`src/rtl/gmii_pkg.sv`:
```
// Shared constants, mode encodings, FSM state type and PRBS8 step function
// for the GMII frame generator.
package gmii_pkg;
    localparam logic [7:0] GMII_PREAMBLE = 8'h55;
    localparam logic [7:0] GMII_SFD      = 8'hD5;
    localparam logic [7:0] GMII_IDLE     = 8'h00;
    localparam logic [7:0] PRBS_SEED     = 8'hFF;

    localparam logic [1:0] MODE_INC   = 2'b00;
    localparam logic [1:0] MODE_PRBS  = 2'b01;
    localparam logic [1:0] MODE_FIXED = 2'b10;

    typedef enum logic [2:0] {IDLE, PREAMBLE, SFD, PAYLOAD, IPG} gen_state_t;

    // x^8+x^6+x^5+x^4+1: feedback from bits 7,5,4,3 shifted into the LSB.
    function automatic logic [7:0] prbs8_step(input logic [7:0] s);
        return {s[6:0], s[7] ^ s[5] ^ s[4] ^ s[3]};
    endfunction
endpackage

```
`src/rtl/prbs8_lfsr.sv`:
```
// PRBS8 generator; q holds the byte to emit, seed_load wins over advance.
module prbs8_lfsr (
    input  logic       clk,
    input  logic       mr_main_reset,
    input  logic       seed_load,
    input  logic       advance,
    output logic [7:0] q
);
    import gmii_pkg::*;

    logic [7:0] r_lfsr;

    always_ff @(posedge clk or negedge mr_main_reset) begin
        if (!mr_main_reset)
            r_lfsr <= PRBS_SEED;
        else if (seed_load)
            r_lfsr <= PRBS_SEED;
        else if (advance)
            r_lfsr <= prbs8_step(r_lfsr);
    end

    assign q = r_lfsr;
endmodule

```
`src/rtl/gmii_frame_gen.sv`:
```
// GMII transmit stimulus generator: preamble, SFD, patterned payload and IPG,
// with programmable frame count, lengths and TX_ER injection.
module gmii_frame_gen #(
    parameter int LEN_W        = 11,
    parameter int CNT_W        = 16,
    parameter int PREAMBLE_LEN = 7,
    parameter int IPG_MIN      = 12
) (
    input  logic             clk,
    input  logic             mr_main_reset,
    input  logic             start,
    input  logic             stop,
    input  logic [CNT_W-1:0] frame_count,
    input  logic [LEN_W-1:0] payload_len,
    input  logic [7:0]       ipg_len,
    input  logic [1:0]       mode,
    input  logic [7:0]       fixed_byte,
    input  logic             err_en,
    input  logic [LEN_W-1:0] err_pos,
    output logic [7:0]       TXD,
    output logic             TX_EN,
    output logic             TX_ER,
    output logic             busy,
    output logic             done,
    output logic [CNT_W-1:0] frames_sent
);
    import gmii_pkg::*;

    localparam int CW = (LEN_W > 8) ? LEN_W : 8;

    gen_state_t       r_state;
    logic [CW-1:0]    r_cnt;
    logic [CW-1:0]    r_len;
    logic [CW-1:0]    r_ipg;
    logic [CNT_W-1:0] r_fc;
    logic [CNT_W-1:0] r_frames;
    logic [1:0]       r_mode;
    logic [7:0]       r_fixed;
    logic             r_err_en;
    logic [LEN_W-1:0] r_err_pos;
    logic             r_stop_seen;
    logic [7:0]       r_txd;
    logic             r_tx_en, r_tx_er, r_busy, r_done;

    gen_state_t       w_nstate;
    logic [CW-1:0]    w_ncnt;
    logic             w_start_ok, w_pay_end, w_fc_hit;
    logic [7:0]       w_prbs, w_txd;
    logic             w_tx_en, w_tx_er;

    assign w_fc_hit = (r_fc != '0) && (r_frames == r_fc);

    // r_state/r_cnt describe the byte currently on the wire; the outputs are
    // registered from the next state so they change on the same edge.
    always_comb begin
        w_nstate   = r_state;
        w_ncnt     = r_cnt + 1'b1;
        w_start_ok = 1'b0;
        w_pay_end  = 1'b0;
        case (r_state)
            IDLE: begin
                w_ncnt = '0;
                if (start) begin
                    w_nstate   = PREAMBLE;
                    w_start_ok = 1'b1;
                end
            end
            PREAMBLE: if (r_cnt == CW'(PREAMBLE_LEN - 1)) begin
                w_nstate = SFD;
                w_ncnt   = '0;
            end
            SFD: begin
                w_nstate = PAYLOAD;
                w_ncnt   = '0;
            end
            PAYLOAD: if (r_cnt == r_len - 1'b1) begin
                w_nstate  = IPG;
                w_ncnt    = '0;
                w_pay_end = 1'b1;
            end
            IPG: if (r_cnt == r_ipg - 1'b1) begin
                w_ncnt   = '0;
                w_nstate = (r_stop_seen || stop || w_fc_hit) ? IDLE : PREAMBLE;
            end
            default: begin
                w_nstate = IDLE;
                w_ncnt   = '0;
            end
        endcase
    end

    always_comb begin
        w_txd = GMII_IDLE;
        case (w_nstate)
            PREAMBLE: w_txd = GMII_PREAMBLE;
            SFD:      w_txd = GMII_SFD;
            PAYLOAD: begin
                case (r_mode)
                    MODE_PRBS:  w_txd = w_prbs;
                    MODE_FIXED: w_txd = r_fixed;
                    default:    w_txd = w_ncnt[7:0];
                endcase
            end
            default:  w_txd = GMII_IDLE;
        endcase
        w_tx_en = (w_nstate == PREAMBLE) || (w_nstate == SFD) || (w_nstate == PAYLOAD);
        w_tx_er = (w_nstate == PAYLOAD) && r_err_en && (w_ncnt == CW'(r_err_pos));
    end

    // LFSR output is the byte for the payload index being registered next.
    prbs8_lfsr u_prbs (
        .clk          (clk),
        .mr_main_reset(mr_main_reset),
        .seed_load    (w_start_ok || (w_nstate == SFD)),
        .advance      (w_nstate == PAYLOAD),
        .q            (w_prbs)
    );

    always_ff @(posedge clk or negedge mr_main_reset) begin
        if (!mr_main_reset) begin
            r_state     <= IDLE;
            r_cnt       <= '0;
            r_len       <= CW'(1);
            r_ipg       <= CW'(IPG_MIN);
            r_fc        <= '0;
            r_frames    <= '0;
            r_mode      <= MODE_INC;
            r_fixed     <= '0;
            r_err_en    <= 1'b0;
            r_err_pos   <= '0;
            r_stop_seen <= 1'b0;
            r_txd       <= GMII_IDLE;
            r_tx_en     <= 1'b0;
            r_tx_er     <= 1'b0;
            r_busy      <= 1'b0;
            r_done      <= 1'b0;
        end else begin
            r_state <= w_nstate;
            r_cnt   <= w_ncnt;
            r_txd   <= w_txd;
            r_tx_en <= w_tx_en;
            r_tx_er <= w_tx_er;
            r_busy  <= (w_nstate != IDLE);
            r_done  <= (r_state == IPG) && (w_nstate == IDLE);
            if (w_start_ok) begin
                r_len       <= (payload_len == '0) ? CW'(1) : CW'(payload_len);
                r_ipg       <= (ipg_len < 8'(IPG_MIN)) ? CW'(IPG_MIN) : CW'(ipg_len);
                r_fc        <= frame_count;
                r_mode      <= mode;
                r_fixed     <= fixed_byte;
                r_err_en    <= err_en;
                r_err_pos   <= err_pos;
                r_frames    <= '0;
                r_stop_seen <= stop;
            end else begin
                if (w_pay_end && (r_frames != '1))
                    r_frames <= r_frames + 1'b1;
                // stop is remembered per frame, so a new frame starts clean
                if ((r_state == IPG) && (w_nstate == PREAMBLE))
                    r_stop_seen <= 1'b0;
                else
                    r_stop_seen <= r_stop_seen | stop;
            end
        end
    end

    assign TXD         = r_txd;
    assign TX_EN       = r_tx_en;
    assign TX_ER       = r_tx_er;
    assign busy        = r_busy;
    assign done        = r_done;
    assign frames_sent = r_frames;
endmodule

```
`config.mk`:
```
export PLATFORM = sky130hd
export DESIGN_NAME = gmii_frame_gen
export DESIGN_NICKNAME = d
export VERILOG_FILES = /design/src/rtl/gmii_pkg.sv /design/src/rtl/prbs8_lfsr.sv /design/src/rtl/gmii_frame_gen.sv
export SDC_FILE = /design/constraint.sdc
export NUM_CORES = 1
export LEC_CHECK = 0
export CORE_ASPECT_RATIO = 0.5
export CORE_MARGIN = 2
export CORE_UTILIZATION = 49
export DETAILED_ROUTE_END_ITERATION = 8
export GPL_TIMING_DRIVEN = 1
export PLACE_DENSITY = 0.76
export REMOVE_ABC_BUFFERS = 1
export SLEW_MARGIN = 15
export SYNTH_ARGS = -nofsm -noshare
export SYNTH_HDL_FRONTEND = slang
export SYNTH_SLANG_ARGS = --single-unit
```
`constraint.sdc`:
```
create_clock -name clk -period 3.1 [get_ports clk]
set_input_delay 0.465 -clock clk [delete_from_list [all_inputs] [get_ports clk]]
set_output_delay 0.465 -clock clk [all_outputs]
set_load 0.02 [all_outputs]
```
==> summary.txt, run 1 <==
Adder-Cell Fraction of Synth Area: 1.50%
Hold Fails Final Rpt: 0
Synth Area in XOR/XNOR: 9.14%
CTS tree: yes
crit-path cells: or4_4, or4_2, nand4_1, a2111oi_4, a211oi_1, nand2_2, or2_2
post-synthesis cell type count: 70
slowest CP cell: or4_2
number of global-route vias before repair: 4,694
synthesized area: 5840 um^2
initial antenna violation count: 0
WP depth: 7
first-pass GRT wire length: 23,800 um
period utilization: 94.7%
YS warnings: 0
Post-synth EDFFs: 0
Reg2Reg Setup Slack: 0.17 ns
WP data arrival: 3.17 ns
main area contributors after synthesis: dfrtp_1, nand2_1, xnor2_1, dfstp_2, xor2_1
Yosys reg bits: 108
Die ar.: 12,900 um^2
mux cell area share after synthesis: 0.171%
peak supply drop: 0.526 mV
Cells after Synth: 655
simple-gate share of the synthesized area: 27.4%
wirelength, routed: 14,400 um
Worst path top cell family by delay: simple AND/OR/NAND/NOR gates
Synth top area share: 41.5%
RD Place Congestion: 0.925
Critical Path Fanout Max: 6
syn avg cell area: 8.92 um^2
pwr/cell area: 972 nW/um^2
CP max stage delay: 0.62 ns
RSZ-0062 raised after global routing: false
Setup Skew: 0.0124 ns
Max-Slew Margin vs Limit: 51.7%
Initial Utilization: 49.8%
I/O pin count: 89
ANT nets after route: 0
vias per cell: 5.58
H-Tree Depth: 3
Clock Pin Slew Worst Setup and Hold Paths: 0.07 ns
Buf/Inv on CP: 0
Crit. End Element: register
# rows: 28
placed cells: 890
Pre-antenna DRT Iters: 5
Slew @ Worst Pin: 0.724 ns
Hold WC Path Type: in2async
DP HPWL: 10,500 um
fillcell total: 1,020
Setup crit end: busy$_DFF_PN0_
Reg-to-Reg End: busy$_DFF_PN0_
CTS Sinks: 108
placed instance area: 6930 um^2
main flop type after synthesis: dfrtp_1
Synth async-reset ratio: 100%
Leakage: 3.12 nW
antenna fix cells: 0
Fin Hold WS: 0.169 ns
Die W: 158 um
Wirelength per Cell: 15.8 um
reg2reg path depth: 7
Core Footprint: 11,700 um^2
Req. time, crit path: 3.33 ns
IO buf count: 88
FMAX: 341 MHz
main combinational cell family by area after synthesis: simple AND/OR/NAND/NOR gates
Max Slew Vio Count: 0
sequential area share after synthesis: 46.5%
Compound-Gate Fraction of Synth Area: 12.1%
cts bufs inserted: 9
Detailed Route Iter0 Violations: 350
P&R area growth vs syn: 25.7%
worst r2r src: r_ipg[3]$_DFFE_PN1P_
Worst setup startpoint: r_ipg[3]$_DFFE_PN1P_
Setup crit start kind: register
Skew-Pair Late Insertion Delay: 0.35 ns
max_cap viols: 0
Residual DRC: 0
top cell type by total area after synthesis: dfrtp_1
proportion of layout cells with a drive suffix above 1: 11.8%
GRT overflow: 0
Tmin final: 2.93 ns
final cell count without fillers: 908
final instance area: 7350 um^2
final setup violation count: 0
status: complete, no violations
clock tree buffer depth: 2
nets: 806
largest net degree at the start of global routing: 80
GRT Util Overall: 23.6%
CP Class: reg2reg
routed via count: 5,070
chip height: 81.2 um
Root Buffer: clkbuf_16
Final Power: 7.14 mW
## state kept, by name, indices dropped and copies added, names as in the netlist, 8 cells and up
name         flops
r_len           11
r_ipg            8
TXD              8
r_cnt           11
r_err_pos       11
r_fc            16
u_prbs.q         8
r_fixed          8
frames_sent     16
## power by group
part           total [mW]  internal [mW]  switching [mW]
registers            2.77           2.04           0.733
clock network        1.08          0.553           0.531
logic                3.28           1.56            1.72
## layout make-up
cell class	count	area, um^2	share of cell area [%]
flip-flops and latches	108	2720	37.0
multi-input cells	499	3070	41.7
repair buffers	102	1010	13.8
inverters	18	67.6	0.920
well taps	165	206	2.81
clock inverters	6	46.3	0.630
clock buffers	10	229	3.12
## synth_stat cells, types with 3 or more instances
cell / n
nor2_1: 37
o22a_1: 8
dfrtp_1: 97
or4_1: 4
nor4b_1: 4
clkbuf_1: 27
and3_1: 8
nor4_1: 14
inv_1: 18
dfstp_2: 11
nand4b_1: 5
nand4_1: 14
nor3b_1: 3
o21ai_0: 22
o21bai_1: 3
nand2_1: 186
a221oi_1: 5
a31o_2: 4
nand3_1: 11
a21oi_1: 14
o21a_1: 3
nand3b_1: 4
o22ai_1: 5
or2_2: 4
xnor2_1: 41
nor3_1: 16
and4_1: 3
xor2_1: 20
ha_1: 7
a41oi_1: 3
a221o_1: 5
## stage by stage
step | worst slack, ns | TNS, ns | util [%]
CTS | 0.00671 | 0 | 61.5
global route | 0.0336 | 0 | 62.6
finish | 0.166 | 0 | 62.6
floorplan | -4.26 | -294.53 | -
detailed placement | 0.00476 | 0 | 59.0
global placement | 0.116 | 0 | 59.0
## kinds of logic after synthesis
kind of cell	Yosys count
and+or+nand+nor	334
DFF	108
AOI/OAI and AO/OA	96
xor gates and xnor gates	61
buffers and inverters	48
adders and majority gates	7
muxes	1
## worst min-delay path by stage
stage | startpoint | endpoint | slack (ns)
after floorplan | mr_main_reset | TXD[0]$_DFF_PN0_ | 0.17
after global placement | r_stop_seen$_DFF_PN0_ | r_stop_seen$_DFF_PN0_ | 0.45
after detailed placement | r_stop_seen$_DFF_PN0_ | r_stop_seen$_DFF_PN0_ | 0.46
after CTS | mr_main_reset | r_err_pos[6]$_DFFE_PN0P_ | 0.20
after global routing | mr_main_reset | r_cnt[3]$_DFF_PN0_ | 0.24
final | mr_main_reset | r_cnt[3]$_DFF_PN0_ | 0.17
## cell usage in the layout, fill, tap and decap left out, drive strengths merged, types with 16 or more instances in the layout
| cell type | n |
|---|---|
| nor4 | 16 |
| xnor2 | 41 |
| o21ai | 22 |
| nand2 | 186 |
| nor3 | 17 |
| nor2 | 38 |
| inv | 20 |
| dfrtp | 97 |
| xor2 | 20 |
| clkdlybuf4s50 | 87 |
## metal layers
layer / share of wire, % / track usage, % / vias to the layer above
met3: 4.2 / 3.79 / 20
met5: 0 / 0 / -
met4: 1.2 / 5.68 / 0
li1: - / - / 2446
met2: 45 / 37.6 / 152
met1: 50 / 34.0 / 2452
## what timing repair did
action	4_1_cts	5_1_grt
hold endpoints to repair	0	0
setup buffers	0	2
gates resized for setup	2	24
pin swaps	0	3
hold buffers	0	0
setup endpoints to repair	3	41
No activity file was read; power rests on OpenSTA's default activity.
==> run 2, diff against run 1 <==
- SYNTH_HIERARCHICAL: unset -> 1
==> run 2 against run 1 <==
Net effect: the run now ends with setup timing left; global-route usage down 0.11 points; non-clock buffer count up 13; sequential power down 1%; synthesized cell count up 2.9%; hold slack better by 0.0066 ns; clock-buffer cell count up 2; critical path type unchanged; highest routed layer unchanged.
==> summary.txt, run 2 <==
Root Buffer: clkbuf_16
# rows: 28
Clock Pin Slew Worst Setup and Hold Paths: 0.07 ns
Crit. End Element: register
reg2reg path depth: 12
status: complete, but fails checks
ANT nets after route: 0
final instance area: 7790 um^2
Hold Fails Final Rpt: 0
placed instance area: 7110 um^2
Residual DRC: 0
synthesized area: 6030 um^2
Post-synth EDFFs: 0
largest net degree at the start of global routing: 109
final setup violation count: 4
failing checks: setup timing
number of global-route vias before repair: 4,983
Setup Skew: 0.00956 ns
first-pass GRT wire length: 24,600 um
IO buf count: 88
initial antenna violation count: 0
nets: 833
vias per cell: 5.59
CP Class: reg2reg
period utilization: 101%
Die W: 161 um
Critical Path Fanout Max: 6
Synth top area share: 40.2%
commonest non-fill, non-tap cell in the layout: nand2_1
Req. time, crit path: 3.32 ns
Skew-Pair Late Insertion Delay: 0.35 ns
GRT overflow: 0
pwr/cell area: 949 nW/um^2
Tmin final: 3.12 ns
proportion of layout cells with a drive suffix above 1: 13.4%
cts bufs inserted: 9
Leakage: 3.25 nW
sequential area share after synthesis: 45.0%
Max-Slew Margin vs Limit: 51.5%
YS warnings: 6
Reg2Reg Setup Slack: -0.02 ns
Reg-to-Reg End: frames_sent[13]$_DFFE_PN0P_
DP HPWL: 10,700 um
RSZ-0062 raised after global routing: true
H-Tree Depth: 3
clock tree buffer depth: 2
Setup crit start kind: register
FMAX: 320 MHz
Die ar.: 13,300 um^2
I/O pin count: 89
routed via count: 5,225
worst r2r src: r_len[1]$_DFFE_PN0P_
Pre-antenna DRT Iters: 5
P&R area growth vs syn: 29.2%
Yosys reg bits: 108
peak supply drop: 0.481 mV
Wirelength per Cell: 17.0 um
CTS tree: yes
Hold WC Path Type: in2async
antenna fix cells: 0
wirelength, routed: 15,900 um
Core Footprint: 11,900 um^2
Initial Utilization: 50.6%
most frequent cells in the layout: nand2_1, dfrtp_1, clkdlybuf4s50_1, xnor2_1, nor2_1
CTS Sinks: 108
Detailed Route Iter0 Violations: 363
chip height: 82.5 um
WP data arrival: 3.35 ns
fin worst setup slack: -0.0208 ns
Fin Hold WS: 0.176 ns
main area contributors after synthesis: dfrtp_1, nand2_1, xnor2_1, dfstp_2, nor2_1
main flop type after synthesis: dfrtp_1
syn avg cell area: 8.95 um^2
Synth async-reset ratio: 100%
RD Place Congestion: 0.910
post-synthesis cell type count: 69
Cells after Synth: 674
Max Slew Vio Count: 0
count leader, synth: nand2_1
Slew @ Worst Pin: 0.726 ns
Synth top cells by count: nand2_1, dfrtp_1, xnor2_1
fillcell total: 921
max_cap viols: 0
GRT Util Overall: 23.5%
Setup TNS: -0.0491 ns
top cell type by total area after synthesis: dfrtp_1
-- run 2: cell count changes in the layout (fill, tap and decap cells not counted), sizes merged, moves of 6 or more --
cell	change
xnor2	+15
nor2	+12
and3	-6
mux2i	+6
nor4b	+6
buf	+11
o21ai	-8
-- run 2: timing repair --
| action | in CTS | in global routing |
|---|---|---|
| endpoints found under the setup margin | 15 | 45 |
| cloned | 0 | 3 |
| buffers inserted | 2 | 4 |
| pin swaps | 5 | 14 |
| gates resized for setup | 11 | 35 |
| hold buffers | 0 | 0 |
-- run 2: layout make-up --
| cell class | instances | area [um^2] | share of cell area (%) |
|---|---|---|---|
| inverter | 16 | 63.8 | 0.819 |
| clock inverter | 4 | 56.3 | 0.722 |
| tap | 165 | 206 | 2.65 |
| timing repair buffer | 115 | 1140 | 14.7 |
| timing repair inverter | 1 | 7.51 | 0.0963 |
| multi-input combinational | 514 | 3340 | 42.9 |
| clock buffer | 12 | 256 | 3.29 |
| sequential | 108 | 2720 | 34.9 |
-- run 2: worst max-delay path, stage by stage, from the launching register on --
cell and delay (ns):
dfrtp_1 0.40, inv_2 0.08, ha_4 0.14, or3b_4 0.44
nor4_4 0.19, o211ai_1 0.16, a2111oi_4 0.44, buf_4 0.19
nand4_4 0.17, buf_12 0.24, nor4b_4 0.32, xnor2_1 0.17
nor2_1 0.05
-- run 2: stage by stage --
step | setup WS, ns | utilization [%] | instances | total power, mW
after CTS | -0.00398 | 62.9 | 928 | 7.19
after detailed placement | -0.220 | 59.7 | 910 | 5.90
final | -0.0208 | 65.4 | 935 | 7.40
after global routing | -0.173 | 65.4 | 935 | 7.88
after floorplan | -3.97 | - | 638 | 4.75
after global placement | 0.0656 | 59.7 | 910 | 5.79
-- run 2: logic make-up (layout without fill, tap and decap cells) --
kind of cell	Yosys count	in the layout	share of synthesized area [%]
compound gates	88	88	10.8
mux	7	7	1.16
simple gates	341	341	27.3
flops	108	108	45.0
buf+inv	52	148	3.98
xor+xnor	71	71	10.3
fa+ha+maj	7	7	1.45
-- run 2: power by group --
| group | leakage, nW | internal, mW | switching [mW] |
|---|---|---|---|
| logic | 1.75 | 1.60 | 1.86 |
| clock network | 0.154 | 0.679 | 0.532 |
| registers | 1.35 | 2.04 | 0.695 |
| total | 3.25 | 4.31 | 3.09 |
-- run 2: routing by layer --
layer / vias up / GRT usage, % / wire length, um
met5: - / 0 / 0
met4: 0 / 6.52 / 260
met3: 30 / 5.34 / 789
met2: 158 / 40.0 / 7640
met1: 2551 / 30.8 / 7180
li1: 2486 / - / -
-- run 2: how the worst max path moves through the flow --
| stage | start | slack, ns | endpoint |
|---|---|---|---|
| floorplan | r_state[1]$_DFF_PN0_ | -3.97 | r_ipg[2]$_DFFE_PN1P_ |
| global placement | r_len[1]$_DFFE_PN0P_ | 0.07 | frames_sent[10]$_DFFE_PN0P_ |
| detailed placement | r_len[1]$_DFFE_PN0P_ | -0.22 | frames_sent[13]$_DFFE_PN0P_ |
| CTS | r_len[1]$_DFFE_PN0P_ | -0.004 | u_prbs/q[7]$_DFFE_PN1P_ |
| global route | r_len[1]$_DFFE_PN0P_ | -0.17 | frames_sent[13]$_DFFE_PN0P_ |
| finish | r_len[1]$_DFFE_PN0P_ | -0.02 | frames_sent[13]$_DFFE_PN0P_ |
==> RTL edit (settings of run 2) <==
Put one more register stage on the output `TXD`, without a reset. The value now appears one clock later. The other outputs are not delayed to match.
--- a/src/rtl/gmii_frame_gen.sv
+++ b/src/rtl/gmii_frame_gen.sv
@@ -164,7 +164,9 @@
         end
     end
 
-    assign TXD         = r_txd;
+    always_ff @(posedge clk) begin
+        TXD <= r_txd;
+    end
     assign TX_EN       = r_tx_en;
     assign TX_ER       = r_tx_er;
     assign busy        = r_busy;
Function: changed (a bounded check fails within 4 cycles, from zero or initial values and one cycle with mr_main_reset low).
==> RTL edit against run 2 <==
Routed wire length fell by 6.1%. Count of clock-buffer cells in the layout up 7. Total power is 10% higher. Worst setup slack improved by 0.097 ns. Synthesized area fell by 1.2%. Cell area is 0.69% higher. Sequential cell count increased by 8. Largest power group unchanged. Global-route usage up 0.33 points. Critical endpoint is now TX_ER$_DFF_PN0_. Largest cell class unchanged.
==> RTL edit: results (changes against run 2) <==
Crit path max-delay cell type: or4_1
Status: complete, no violations
H-tree levels: 4 (+1)
Sequential area share after synthesis: 0.4826 (+0.03226)
Max rail drop VDD: 0.0004627 V (-3.7%)
Area growth syn-to-layout: 31.65%
Worst Skew: 0.007273 ns (-0.002287 ns)
Global-route wire length before repair: 24.40 mm (-0.65%)
R2R setup slack: 0.08 ns (+0.10 ns)
RR Endpoint: TX_ER$_DFF_PN0_
Area occupied by multi-input gates: 3012 sq um (-9.9%)
TritonCTS buffer count: 17 (+8)
Leak pwr: 3.479 nW (+6.9%)
Synth unique cells: 57 (-17%)
Vias in the first global route: 4950 (-0.66%)
Non-clock inverters: 13 (-4)
Nets: 828 (-0.60%)
GRT Overall Usage: 0.2380 (+0.003263)
Area contributors post-synth: dfrtp_1 (41%), nand2_1 (11%), xor2_1 (5.3%)
Clkbuf count: 19 (+7)
DP Wirelength: 10.53 mm (-1.1%)
Sequential Power Share: 0.363 (-0.006)
Syn Inst Count: 653 (-3.1%)
Via-per-instance ratio: 5.449 (-2.5%)
Synth cell count leaders: nand2_1 (177), dfrtp_1 (97), nor2_1 (44), xor2_1 (36), xnor2_1 (33)
## RTL edit: cell count changes after synthesis, moves of 6 or more
cell	delta
dfxtp_1	+8
xnor2_1	-23
and3_1	+7
or3_1	+6
nand3_1	+15
nor4b_1	-8
xor2_1	+21
nor2_1	-6
nand2_1	-11
## RTL edit: layer usage
| metal | vias to the layer above | part of all wire | global-route usage |
|---|---|---|---|
| li1 | 2447 | - | - |
| met1 | 2463 | 0.45 | 0.3044 |
| met2 | 173 | 0.47 | 0.4013 |
| met3 | 28 | 0.064 | 0.06515 |
| met4 | 0 | 0.018 | 0.07658 |
| met5 | - | 0 | 0 |
## RTL edit: worst max-delay path by stage
stage                              start  cells after the start                   end  slack [ns]
floorplan           r_state[1]$_DFF_PN0_                      3  r_ipg[2]$_DFFE_PN1P_       -3.93
global placement    r_len[1]$_DFFE_PN0P_                     11       TX_ER$_DFF_PN0_        0.08
detailed placement  r_len[1]$_DFFE_PN0P_                     11       TX_ER$_DFF_PN0_       -0.05
CTS                 r_len[1]$_DFFE_PN0P_                     11       TX_ER$_DFF_PN0_        0.01
global route        r_ipg[3]$_DFFE_PN1P_                      9       TX_ER$_DFF_PN0_       -0.02
finish              r_len[1]$_DFFE_PN0P_                      9       TX_ER$_DFF_PN0_        0.08
## RTL edit: logic make-up (layout without fill, tap and decap cells)
logic type,after synthesis,count (layout),synth area share
AO/OA/AOI/OAI,71,71,0.08838
XOR/XNOR,70,70,0.1052
adder cells (fa/ha/maj),7,7,0.01469
buffers and inverters,44,164,0.03128
flip-flops,116,116,0.4826
multiplexers,8,8,0.01343
AND/OR/NAND/NOR,337,337,0.2645
## RTL edit: timing repair
item / 4_1_cts / 5_1_grt
pin swaps: 1 / 21
setup buffers: 0 / 3
endpoints found under the setup margin: 1 / 21
gates resized for setup: 2 / 27
